<file path="config.mk">
export PLATFORM = sky130hd
export DESIGN_NAME = tx_link_arbiter_flat
export DESIGN_NICKNAME = d
export VERILOG_FILES = /design/src/rtl/tx_link_arbiter_if.sv /design/src/rtl/tx_link_arbiter.sv /design/src/flat_wrapper.sv
export SDC_FILE = /design/constraint.sdc
export NUM_CORES = 1
export LEC_CHECK = 0
export ABC_CLOCK_PERIOD_IN_PS = 2000
export BUFFER_PORTS_ARGS = -buffer_cell sky130_fd_sc_hd__buf_2
export CAP_MARGIN = 20
export CORE_MARGIN = 8
export CORE_UTILIZATION = 43
export CTS_BUF_LIST = sky130_fd_sc_hd__clkbuf_8
export DETAILED_ROUTE_END_ITERATION = 16
export GPL_TIMING_DRIVEN = 1
export PLACE_DENSITY = 0.89
export SYNTH_ARGS = -nofsm -noshare
export SYNTH_HDL_FRONTEND = slang
export SYNTH_SLANG_ARGS = --single-unit
</file>
<file path="constraint.sdc">
create_clock -name Clk_s -period 2 [get_ports Clk_s]
set_input_delay 0.3 -clock Clk_s [delete_from_list [all_inputs] [get_ports Clk_s]]
set_output_delay 0.3 -clock Clk_s [all_outputs]
set_load 0.03 [all_outputs]
</file>
<file path="src/rtl/tx_link_arbiter_if.sv">
// tx_link_arbiter_if: requester and transmitter handshake bundle.
// master = arbiter side, slave = requesters + tx block side.
interface tx_link_arbiter_if #(
    parameter int NUM_REQ = 4
);
    localparam int IDW = $clog2(NUM_REQ);

    logic [NUM_REQ-1:0]    Req_Valid;
    logic [32*NUM_REQ-1:0] Req_Data;
    logic [NUM_REQ-1:0]    Req_Ack;
    logic [NUM_REQ-1:0]    Req_Done;
    logic [NUM_REQ-1:0]    Req_Drop;
    logic                  TxData_Valid;
    logic [31:0]           TxData;
    logic                  Error_Ack;
    logic                  Tx_Ready;
    logic                  Tx_Error;
    logic [IDW-1:0]        Grant_Id;
    logic                  Busy;

    modport master (
        input  Req_Valid, Req_Data, Tx_Ready, Tx_Error,
        output Req_Ack, Req_Done, Req_Drop,
        output TxData_Valid, TxData, Error_Ack,
        output Grant_Id, Busy
    );

    modport slave (
        output Req_Valid, Req_Data, Tx_Ready, Tx_Error,
        input  Req_Ack, Req_Done, Req_Drop,
        input  TxData_Valid, TxData, Error_Ack,
        input  Grant_Id, Busy
    );
endinterface

</file>
<file path="src/rtl/tx_link_arbiter.sv">
// tx_link_arbiter: round-robin share of one serial tx among NUM_REQ
// requesters, with a post-send error window and bounded retransmission.
// Ports: Clk_s, Rst_n (async, active-low); bus (master modport):
//   Req_Valid/Req_Data in, Req_Ack/Req_Done/Req_Drop pulses out,
//   TxData_Valid/TxData/Error_Ack out, Tx_Ready/Tx_Error in,
//   Grant_Id/Busy status out. All outputs registered.
module tx_link_arbiter #(
    parameter int NUM_REQ   = 4,
    parameter int MAX_RETRY = 2,
    parameter int ERR_WAIT  = 8
) (
    input  logic Clk_s,
    input  logic Rst_n,
    tx_link_arbiter_if.master bus
);
    localparam int IDW = $clog2(NUM_REQ);
    localparam int RW  = $clog2(MAX_RETRY + 2);
    localparam int CW  = (ERR_WAIT > 1) ? $clog2(ERR_WAIT) : 1;

    typedef enum logic [2:0] {
        S_IDLE, S_SEND, S_XMIT, S_CHECK, S_ERRACK
    } state_t;

    state_t             r_state;
    logic [IDW-1:0]     r_ptr;
    logic [IDW-1:0]     r_gnt;
    logic [31:0]        r_buf;
    logic               r_valid;
    logic               r_eack;
    logic               r_busy;
    logic               r_stale;
    logic [RW-1:0]      r_retry;
    logic [CW-1:0]      r_cnt;
    logic [NUM_REQ-1:0] r_ack;
    logic [NUM_REQ-1:0] r_done;
    logic [NUM_REQ-1:0] r_drop;

    logic               w_any;
    logic [IDW-1:0]     w_gid;

    // Scan downward so the last hit is the nearest one above r_ptr.
    always_comb begin
        w_any = 1'b0;
        w_gid = '0;
        for (int k = NUM_REQ; k >= 1; k--) begin
            int idx;
            idx = int'(r_ptr) + k;
            if (idx >= NUM_REQ)
                idx = idx - NUM_REQ;
            if (bus.Req_Valid[IDW'(idx)]) begin
                w_any = 1'b1;
                w_gid = IDW'(idx);
            end
        end
    end

    always_ff @(posedge Clk_s or negedge Rst_n) begin
        if (!Rst_n) begin
            r_state <= S_IDLE;
            r_ptr   <= IDW'(NUM_REQ - 1);
            r_gnt   <= '0;
            r_buf   <= '0;
            r_valid <= 1'b0;
            r_eack  <= 1'b0;
            r_busy  <= 1'b0;
            r_stale <= 1'b0;
            r_retry <= '0;
            r_cnt   <= '0;
            r_ack   <= '0;
            r_done  <= '0;
            r_drop  <= '0;
        end else begin
            r_ack  <= '0;
            r_done <= '0;
            r_drop <= '0;
            unique case (r_state)
                S_IDLE: begin
                    if (w_any) begin
                        r_gnt        <= w_gid;
                        r_buf        <= bus.Req_Data[32*int'(w_gid) +: 32];
                        r_ack[w_gid] <= 1'b1;
                        r_retry      <= '0;
                        r_busy       <= 1'b1;
                        r_state      <= S_SEND;
                    end
                end
                S_SEND: begin
                    if (r_valid) begin
                        if (!bus.Tx_Ready) begin
                            r_valid <= 1'b0;
                            r_state <= S_XMIT;
                        end
                    end else if (bus.Tx_Error) begin
                        // Leftover error from before this send: clear it,
                        // but it is not charged against the retry budget.
                        r_eack  <= 1'b1;
                        r_stale <= 1'b1;
                        r_state <= S_ERRACK;
                    end else if (bus.Tx_Ready) begin
                        r_valid <= 1'b1;
                    end
                end
                S_XMIT: begin
                    if (bus.Tx_Ready) begin
                        r_cnt   <= CW'(ERR_WAIT - 1);
                        r_state <= S_CHECK;
                    end
                end
                S_CHECK: begin
                    if (bus.Tx_Error) begin
                        r_eack  <= 1'b1;
                        r_stale <= 1'b0;
                        r_state <= S_ERRACK;
                    end else if (r_cnt == '0) begin
                        r_done[r_gnt] <= 1'b1;
                        r_ptr         <= r_gnt;
                        r_busy        <= 1'b0;
                        r_state       <= S_IDLE;
                    end else begin
                        r_cnt <= r_cnt - CW'(1);
                    end
                end
                S_ERRACK: begin
                    if (!bus.Tx_Error) begin
                        r_eack <= 1'b0;
                        if (r_stale) begin
                            r_state <= S_SEND;
                        end else if (r_retry < RW'(MAX_RETRY)) begin
                            r_retry <= r_retry + RW'(1);
                            r_state <= S_SEND;
                        end else begin
                            r_drop[r_gnt] <= 1'b1;
                            r_ptr         <= r_gnt;
                            r_busy        <= 1'b0;
                            r_state       <= S_IDLE;
                        end
                    end
                end
                default: r_state <= S_IDLE;
            endcase
        end
    end

    assign bus.Req_Ack      = r_ack;
    assign bus.Req_Done     = r_done;
    assign bus.Req_Drop     = r_drop;
    assign bus.TxData_Valid = r_valid;
    assign bus.TxData       = r_buf;
    assign bus.Error_Ack    = r_eack;
    assign bus.Grant_Id     = r_gnt;
    assign bus.Busy         = r_busy;
endmodule
</file>
<file path="src/flat_wrapper.sv">
// flat-port wrapper written by rule: the top's interface ports become plain ports
module tx_link_arbiter_flat 
#(
    parameter int NUM_REQ   = 4,
    parameter int MAX_RETRY = 2,
    parameter int ERR_WAIT  = 8
)
  (Clk_s, Rst_n, bus_Req_Valid, bus_Req_Data, bus_Tx_Ready, bus_Tx_Error, bus_Req_Ack, bus_Req_Done, bus_Req_Drop, bus_TxData_Valid, bus_TxData, bus_Error_Ack, bus_Grant_Id, bus_Busy);
  tx_link_arbiter_if #(.NUM_REQ(NUM_REQ)) bus_i ();
  input  logic Clk_s;
  input  logic Rst_n;
  input wire logic [$bits(bus_i.Req_Valid)-1:0] bus_Req_Valid;
  input wire logic [$bits(bus_i.Req_Data)-1:0] bus_Req_Data;
  input wire logic [$bits(bus_i.Tx_Ready)-1:0] bus_Tx_Ready;
  input wire logic [$bits(bus_i.Tx_Error)-1:0] bus_Tx_Error;
  output wire logic [$bits(bus_i.Req_Ack)-1:0] bus_Req_Ack;
  output wire logic [$bits(bus_i.Req_Done)-1:0] bus_Req_Done;
  output wire logic [$bits(bus_i.Req_Drop)-1:0] bus_Req_Drop;
  output wire logic [$bits(bus_i.TxData_Valid)-1:0] bus_TxData_Valid;
  output wire logic [$bits(bus_i.TxData)-1:0] bus_TxData;
  output wire logic [$bits(bus_i.Error_Ack)-1:0] bus_Error_Ack;
  output wire logic [$bits(bus_i.Grant_Id)-1:0] bus_Grant_Id;
  output wire logic [$bits(bus_i.Busy)-1:0] bus_Busy;
  assign bus_i.Req_Valid = bus_Req_Valid;
  assign bus_i.Req_Data = bus_Req_Data;
  assign bus_i.Tx_Ready = bus_Tx_Ready;
  assign bus_i.Tx_Error = bus_Tx_Error;
  assign bus_Req_Ack = bus_i.Req_Ack;
  assign bus_Req_Done = bus_i.Req_Done;
  assign bus_Req_Drop = bus_i.Req_Drop;
  assign bus_TxData_Valid = bus_i.TxData_Valid;
  assign bus_TxData = bus_i.TxData;
  assign bus_Error_Ack = bus_i.Error_Ack;
  assign bus_Grant_Id = bus_i.Grant_Id;
  assign bus_Busy = bus_i.Busy;
  tx_link_arbiter #(.NUM_REQ(NUM_REQ), .MAX_RETRY(MAX_RETRY), .ERR_WAIT(ERR_WAIT)) u_core (.Clk_s(Clk_s), .Rst_n(Rst_n), .bus(bus_i));
endmodule
</file>
==> flow_summary.json <==
{
  "worst_setup_path_start_kind": "register",
  "period_share_pct": 103,
  "n_antenna_cell": 0,
  "switching_share_pct": 45.5,
  "cts_setup_buffers": 0,
  "drt_first_pass_iters": 4,
  "slowest_delay_ns": 0.57,
  "p_leak_uw": 0.00260,
  "grt_pass1_vias": 3920,
  "finalCriticalPeriod_ns": 2.07,
  "ys_seq_area_share_pct": 41.4,
  "final_nets": 689,
  "drtAntennaViolNets": 0,
  "grt_max_degree": 61,
  "crit_chain": "nand2b_4 > a21oi_2 > o221ai_4 > buf_12 > mux2_2 > a221o_1",
  "syn-mean-instance-area_sq_um": 9.94,
  "drv_slew": 0,
  "wl_per_cell_um": 18.2,
  "worstHoldPathType": "in -> reg",
  "grt.total_usage_pct": 20.1,
  "rows": 33,
  "dpl.hpwl_mm": 9.07,
  "fin_worst_skew_ns": 0.0152,
  "crit_required_ns": 2.21,
  "tightest_slew_ns": 0.415,
  "die_y_um": 108,
  "io_buffers": 184,
  "r2r_end": "u_core.bus.TxData[4]$_DFFE_PN0P_",
  "core_sq_um": 8220,
  "p_per_area_nw_per_um2": 1520,
  "path_max_fanout": 31,
  "synth_area_leaders": "dfrtp_1 40%, nand3_1 9.5%, mux2i_1 9.1%",
  "hp-start": "bus_Tx_Ready",
  "ys_types": 38,
  "power_frac_clock_pct": 14.2,
  "clock-sinks": 60,
  "p_seq_share_pct": 27.1,
  "cts_max_level": 3,
  "grt_pass1_wl_mm": 18.9,
  "grt_busiest_layer": "met2",
  "areaGrowthSynthToFinish_pct": 40.2,
  "reg2reg_from": "u_core.r_ptr[1]$_DFFE_PN1P_",
  "fmax_mhz": 484,
  "clk_pin_slew_ns": 0.07,
  "syn-num-nets": 503,
  "routed_wl_mm": 12.0,
  "antenna_found_initial": 0,
  "cts_buffers": 9,
  "final-hold-violation-count": 0,
  "reg2reg_depth": 6,
  "root_buffer": "clkbuf_8",
  "whs_endpoint": "u_core.bus.TxData_Valid$_DFFE_PN0N_",
  "peakVddDrop_uv": 662,
  "cts_tree": "done",
  "drc_errors": 0,
  "setup-tns-final_ns": -0.940,
  "layout_setup_ws_ns": -0.0668,
  "drv_cap": 0,
  "yosysTopAreaCell": "dfrtp_1",
  "globalplace.congestion": 0.858,
  "arrival_ns": 2.28,
  "synth_top_area_share_pct": 40.0,
  "p_int_uw": 4220,
  "violations": "setup timing",
  "critical_path_class": "reg -> reg",
  "num_vias": 3694,
  "slew_headroom_pct": 72.4,
  "ys_seq_elements": 60,
  "synth_cells": 365,
  "p_sw_uw": 3530,
  "use_met3_pct": 4.97,
  "overflow": 0,
  "initial_utilization_pct": 44.2,
  "utilization_pct": 61.9,
  "rrSetupSlack_ns": -0.07,
  "ios": 185,
  "fp.dieW_um": 108,
  "drive_gt1_share_pct": 47.3,
  "comb_power_share_pct": 58.6,
  "clk-insertion-delay-late_ns": 0.34,
  "rsz0062_at_grt": "yes",
  "worst_setup_path_end_kind": "register",
  "use_met1_pct": 23.0,
  "die_area_sq_um": 11600,
  "drt_first_iter_violations": 197,
  "via_per_inst": 5.59,
  "worstHoldPathCells": 2,
  "cts_max_path_buffers": 2,
  "crit_slowest_cell": "dfstp_2",
  "yosysWarnings": 0,
  "netlist_area_sq_um": 3630,
  "finalSetupViolCount": 24,
  "use_met2_pct": 35.0,
  "status": "finished, violations left"
}
[synthesized netlist by cell type (all sizes together)]
cell    count
and4b       1
o32a        1
inv         5
nor2       20
and3b       1
or2         3
nor3        6
buf        15
a22o        1
nor4        1
a21oi       9
nor3b       2
nand2      13
mux2       33
o211ai      2
a221o      32
dfstp       2
mux2i      33
nand3      69
clkbuf     18
o21ai       6
nand3b      1
or4         3
ha          2
nand2b      6
o21a        2
o31ai       2
nor2b       8
dfrtp      58
a31oi       3
a22oi       1
o221ai      2
and2        4
[worst max-delay path: cells and delay by family, from the launching register on]
family	cells	cell delay [ns]
buf+inv	1	0.25
compound gates	3	0.63
simple gates	1	0.13
mux	1	0.35
flops	1	0.57
[power groups by stage]
| stage | clock, uW | combinational (uW) | sequential, uW |
|---|---|---|---|
| after floorplan | 0 | 2440 | 2750 |
| after global placement | 0 | 4260 | 2080 |
| after detailed placement | 0 | 4440 | 2100 |
| after CTS | 1140 | 4520 | 2090 |
| after global routing | 1190 | 4880 | 2170 |
| final | 1100 | 4540 | 2100 |
[placed cells by master, fill, tap and decap left out, types with 5 or more instances in the layout]
master    instances
mux2_2           10
o21ai_0           6
nor2_1           19
nor3_1            6
buf_4            16
clkbuf_8          9
inv_1             5
a21oi_1           8
a221o_1          32
mux2i_1          31
mux2_4           17
dfrtp_1          58
nor2b_1           8
buf_12            6
mux2_1            6
nand2b_1          5
buf_2           184
nand2_1          13
nand3_1          69
[metal layers]
layer	up-vias	wire, um
met5	-	0
met1	1782	4590
li1	1740	-
met2	152	6330
met4	0	251
met3	20	866
[metrics by stage]
stage          total power (uW)  worst slack [ns]  cell area (sq um)  hold WS [ns]  cells
6_report                   7750           -0.0668               5090         0.276    661
5_1_grt                    8240            -0.114               5090         0.270    661
4_1_cts                    7750           -0.0555               5050         0.254    661
3_5_place_dp               6550            -0.114               4780         0.338    644
3_3_place_gp               6340           -0.0107               4780         0.328    644
2_1_floorplan              5190         -0.000685               3640       0.00441    365
[state kept, by name, indices dropped and copies added (netlist names), 2 cells and up]
register	flops
u_core.bus.Grant_Id	2
u_core.bus.Req_Ack	4
u_core.bus.Req_Done	4
u_core.bus.Req_Drop	4
u_core.bus.TxData	32
u_core.r_cnt	3
u_core.r_ptr	2
u_core.r_retry	2
u_core.r_state	3
[layout make-up]
cell class / count / area (sq um)
Clock inverter: 7 / 76.3
Inverter: 5 / 18.8
Timing Repair Buffer: 208 / 1190
Clock buffer: 9 / 124
Tap cell: 105 / 131
Multi-Input combinational cell: 267 / 2050
Fill cell: 680 / 3130
Sequential cell: 60 / 1500
[cell families after synthesis]
kind of cell	after synthesis	share of synthesized area (%)
buf+inv	38	5.20
mux	66	19.3
flops	60	41.4
simple gates	138	19.3
compound gates	61	14.0
fa+ha+maj	2	0.689
[worst max-delay path by stage]
stage | start | slack [ns] | to
global route | u_core.r_ptr[1]$_DFFE_PN1P_ | -0.11 | u_core.bus.TxData[7]$_DFFE_PN0P_
detailed placement | bus_Req_Valid[3] | -0.11 | u_core.bus.TxData[15]$_DFFE_PN0P_
finish | u_core.r_ptr[1]$_DFFE_PN1P_ | -0.07 | u_core.bus.TxData[4]$_DFFE_PN0P_
CTS | u_core.r_ptr[1]$_DFFE_PN1P_ | -0.06 | u_core.bus.TxData[19]$_DFFE_PN0P_
floorplan | u_core.r_ptr[1]$_DFFE_PN1P_ | -0.0007 | u_core.bus.TxData[11]$_DFFE_PN0P_
global placement | u_core.r_ptr[1]$_DFFE_PN1P_ | -0.01 | u_core.bus.TxData[13]$_DFFE_PN0P_
[repair_timing]
action                                  CTS  global route
resized for setup                        17            10
hold endpoints to repair                 58             0
pin swaps                                 7             4
endpoints found under the setup margin   32            32
hold buffers                              1             0
(Power assumes the default switching activity.)
